## config.mk

```make
export PLATFORM = sky130hd
export DESIGN_NAME = matrix2x2_host
export DESIGN_NICKNAME = d
export VERILOG_FILES = /design/src/rtl/matrix2x2_host.sv
export SDC_FILE = /design/constraint.sdc
export NUM_CORES = 1
export LEC_CHECK = 0
export ABC_AREA = 1
export BUFFER_PORTS_ARGS = -buffer_cell sky130_fd_sc_hd__buf_2
export CORE_ASPECT_RATIO = 2
export CORE_MARGIN = 2
export CORE_UTILIZATION = 50
export CTS_CLUSTER_SIZE = 25
export DETAILED_ROUTE_END_ITERATION = 16
export HOLD_SLACK_MARGIN = 0.03
export PLACE_DENSITY = 0.82
export SLEW_MARGIN = 25
export SYNTH_ARGS = -nofsm -noshare
export SYNTH_HDL_FRONTEND = slang
export SYNTH_SLANG_ARGS = --single-unit
```

## constraint.sdc

```tcl
create_clock -name clk -period 4.71 [get_ports clk]
set_input_delay 0.471 -clock clk [delete_from_list [all_inputs] [get_ports clk]]
set_output_delay 0.471 -clock clk [all_outputs]
set_load 0.01 [all_outputs]
```

## src/rtl/matrix2x2_host.sv

```systemverilog
// rtl/matrix2x2_host.sv - stream-side initiator for the 2x2 packed-byte matrix multiplier
// Loads A then B element by element, launches the multiplier and streams the result back.
module matrix2x2_host #(
  parameter int ELEM_W  = 8,
  parameter int TIMEOUT = 64
) (
  input  logic                clk,
  input  logic                rst,
  input  logic                in_valid,
  output logic                in_ready,
  input  logic [ELEM_W-1:0]   in_data,
  output logic [4*ELEM_W-1:0] mat_a,
  output logic [4*ELEM_W-1:0] mat_b,
  output logic                mat_start,
  input  logic                mat_done,
  input  logic [4*ELEM_W-1:0] mat_res,
  output logic                out_valid,
  input  logic                out_ready,
  output logic [ELEM_W-1:0]   out_data,
  output logic                err,
  output logic                busy
);

  localparam int W  = 4 * ELEM_W;
  localparam int CW = (TIMEOUT > 1) ? $clog2(TIMEOUT) : 1;
  localparam logic [CW-1:0] CNT_LAST = CW'(TIMEOUT - 1);

  typedef enum logic [1:0] {LOAD, START, WAIT, SEND} state_t;

  state_t        state;
  logic [2:0]    idx;
  logic [1:0]    oidx;
  logic [CW-1:0] cnt;
  logic [W-1:0]  res;

  // Element 0 of a packed word sits in the most significant slot.
  function automatic logic [ELEM_W-1:0] elem_of(input logic [W-1:0] word, input logic [1:0] pos);
    elem_of = word[(3 - int'(pos)) * ELEM_W +: ELEM_W];
  endfunction

  assign in_ready = (state == LOAD);
  assign busy     = (state != LOAD);

  always_ff @(posedge clk or posedge rst) begin
    if (rst) begin
      state     <= LOAD;
      idx       <= '0;
      oidx      <= '0;
      cnt       <= '0;
      res       <= '0;
      mat_a     <= '0;
      mat_b     <= '0;
      mat_start <= 1'b0;
      out_valid <= 1'b0;
      out_data  <= '0;
      err       <= 1'b0;
    end else begin
      case (state)
        LOAD: begin
          if (in_valid) begin
            err <= 1'b0;
            if (!idx[2]) mat_a[(3 - int'(idx[1:0])) * ELEM_W +: ELEM_W] <= in_data;
            else         mat_b[(3 - int'(idx[1:0])) * ELEM_W +: ELEM_W] <= in_data;
            idx <= idx + 3'd1;
            if (idx == 3'd7) begin
              state     <= START;
              mat_start <= 1'b1;
            end
          end
        end
        START: begin
          mat_start <= 1'b0;
          cnt       <= '0;
          state     <= WAIT;
        end
        WAIT: begin
          // A response on the final allowed cycle still counts as success.
          if (mat_done) begin
            res       <= mat_res;
            cnt       <= '0;
            oidx      <= 2'd0;
            out_valid <= 1'b1;
            out_data  <= elem_of(mat_res, 2'd0);
            state     <= SEND;
          end else if (cnt == CNT_LAST) begin
            err   <= 1'b1;
            cnt   <= '0;
            idx   <= '0;
            state <= LOAD;
          end else begin
            cnt <= cnt + 1'b1;
          end
        end
        SEND: begin
          if (out_ready) begin
            if (oidx == 2'd3) begin
              out_valid <= 1'b0;
              idx       <= '0;
              state     <= LOAD;
            end else begin
              oidx     <= oidx + 2'd1;
              out_data <= elem_of(res, oidx + 2'd1);
            end
          end
        end
        default: state <= LOAD;
      endcase
    end
  end

endmodule

```

==> impl_metrics.ini <==
[run_status]
run_status = complete, no violations

[finish]
final_design_area_no_fill_um2 = 6880
final_net_count = 858
num-fill-cells = 933
mostFrequentLayoutCell = sky130_fd_sc_hd__nand2_1
flow.area_growth_from_synthesis_pct = 22.1
share_of_cells_above_drive_strength_1_pct = 21.7
layout_common_cells = sky130_fd_sc_hd__nand2_1 (213), sky130_fd_sc_hd__buf_2 (121), sky130_fd_sc_hd__dfrtp_1 (120)
diodes = 0

[clock_tree]
cts_htree_levels = 4
cts_buffer_depth = 2
tritoncts.num_buffers = 17
sinks_on_the_clock_net = 120
clk_pin_slew_worst_paths_ns = 0.06
ctsRootBufferMaster = sky130_fd_sc_hd__clkbuf_16
postCtsResizedCells = 0
hold_buffers = 0
worstSkewPairLatency_ns = 0.41
post_cts.repair.setup_buffers = 0
cts_tree = yes

[timing]
finalMaxSlewViolations = 0
holdWs_ns = 0.237
fin_crit_sh_pct = 49.3
timing.setup.tns_ns = 0
finClkSkew_ns = 0.0111
max_slew.worst_pin.slew_ns = 0.859
rsz0062_at_grt = false
hold_violations = 0
setup_viol = 0
max-slew-margin-rel_pct = 42.7
fin_crit_ns = 2.32
max_clock_freq_ghz = 0.430

[route]
routed_via_density = 5.25
postRouteWirelength_um = 14200
wl_per_cell_um = 14.9
drcViolationCount = 0
initialDrtViolationCount = 297
ant_nets = 0
dr_total_vias = 5011
drt_pre_antenna_iters = 5

[worst_setup_path]
critPathCapture = mat_a[5]
end_kind = flop
timing.critical_path.from = idx[0]
crit_type = reg -> reg
worstRegToRegCells = 7
regToRegSetupSlack_ns = 2.39
r2r-end = mat_a[5]
timing.critical_path.required_ns = 5.00
critical_path_peak_fanout = 10
start_kind = flop
timing.critical_path.arrival_ns = 2.61
worstReg2RegStart = idx[0]

[flow_run]
timing.max_cap.violations = 0

[power_and_ir_drop]
total_power_mw = 4.46
power_frac_comb_pct = 35.5
power.internal_mw = 2.72
powerDensity_nw_per_um2 = 649
power.switching_mw = 1.74
power.leakage_nw = 3.85
net_sw_share_pct = 39.0
sequential_cell_fraction_of_total_power_pct = 35.9
clockPowerShare_pct = 28.6
vdd_ir_drop_max_mv = 0.393

[grt]
grt_first_pass_wirelength_um = 23200
antenna_found_initial = 0
grt_max_degree = 71
grt_pass1_vias = 4969
overflow = 0
grt_overall_usage_pct = 24.3

[yosys]
register_area_share_after_synthesis_pct = 53.3
postSynthAreaPerCell_um2 = 8.24
synthesis.instances = 684
netlist_area_um2 = 5630
post_synth_num_cell_types = 24
yosysWarningCount = 0
synth_seq_cells = 120
count_of_flip_flops_with_a_built_in_enable_after_synthesis = 0
yosys_most_used_dff = sky130_fd_sc_hd__dfrtp_1
mappedNetlistNets = 741
share_of_flip_flops_with_an_asynchronous_set_or_reset_after_synthesis_pct = 100

[placed_design]
detailedPlacementHpwl_um = 10400
routabilityCongestion = 1.01
io_buffer_count = 121
post_dp_cell_area_um2 = 6290

[floorplanning]
total_die_area_um2 = 12200
placeableCoreArea_um2 = 10900
floorplan.initialDensity_pct = 51.5
placement_rows = 54
die_y_um = 154
io_pins = 122
die_w_um = 79.1

[min_path]
hold_path.class = in -> async
==> registers in the layout, indices dropped and copies added (netlist names), 2 cells and up <==
| name | count |
|---|---|
| cnt | 6 |
| idx | 3 |
| mat_a | 32 |
| mat_b | 32 |
| oidx | 2 |
| out_data | 8 |
| res | 32 |
| state | 2 |
==> synth_stat cells (all sizes together) (2+ instances only) <==
cell type / count / area share [%]
nor2: 86 / 6.3
nand2: 213 / 14
buf: 18 / 2.2
dfrtp: 120 / 53
a21oi: 19 / 1.7
mux2: 15 / 3.0
nor3: 9 / 0.80
o21ai: 77 / 6.8
ha: 12 / 2.7
inv: 51 / 3.4
clkinv: 3 / 0.20
clkbuf: 9 / 0.60
nand3: 46 / 4.1
xor2: 2 / 0.31
==> critical path: stages (launching register included) <==
cell and delay, ns:
sky130_fd_sc_hd__dfrtp_1 0.47, sky130_fd_sc_hd__clkinv_1 0.29, sky130_fd_sc_hd__ha_1 0.54, sky130_fd_sc_hd__clkinv_1 0.30, sky130_fd_sc_hd__nand3_1 0.36, sky130_fd_sc_hd__nor2_1 0.11
sky130_fd_sc_hd__nand2_1 0.08, sky130_fd_sc_hd__nand2_1 0.05
==> worst min-delay path by stage <==
stage	slack (ns)	endpoint	cells past startpoint
floorplan	0.45	res[24]	2
global placement	0.46	mat_a[15]	2
detailed placement	0.46	mat_a[25]	2
CTS	0.28	mat_a[29]	2
global route	0.28	res[16]	2
finish	0.24	mat_a[25]	2
==> cell families after synthesis <==
group / synth area share (%)
AOI/OAI and AO/OA: 8.77
DFF: 53.3
xor gates and xnor gates: 0.311
buffers and inverters: 6.35
and+or+nand+nor: 25.6
adders and majority gates: 2.67
muxes: 3.00
==> per-stage QoR <==
step           setup slack (ns)  utilization (%)  cells
3_5_place_dp               2.45             57.5    922
5_1_grt                    2.20             62.8    954
3_3_place_gp               2.53             57.5    922
4_1_cts                    2.43             62.8    954
6_report                   2.39             62.8    954
2_1_floorplan              1.05                -    684
==> per-layer routing <==
layer / track usage [%] / part of all wire, %
met5: 0 / 0
met3: 4.11 / 4.6
met1: 25.0 / 35
met2: 45.5 / 57
met4: 12.7 / 3.3
==> cell type report <==
cell class,instances,area [um^2],area share (%)
clock buffers,19,443,6.44
clock inverters,13,145,2.11
inverters,54,205,2.98
multi-input cells,483,2270,33.0
flip-flops and latches,120,3000,43.7
well taps,140,175,2.55
repair buffers,125,636,9.24
==> power groups by stage <==
stage / clock network, mW / registers (mW) / logic [mW]
6_report: 1.28 / 1.60 / 1.58
5_1_grt: 1.34 / 1.64 / 1.78
4_1_cts: 1.29 / 1.60 / 1.59
3_5_place_dp: 0 / 1.61 / 1.57
3_3_place_gp: 0 / 1.60 / 1.54
2_1_floorplan: 0 / 1.65 / 1.04
Note: power is estimated with default switching activity, not from simulation.
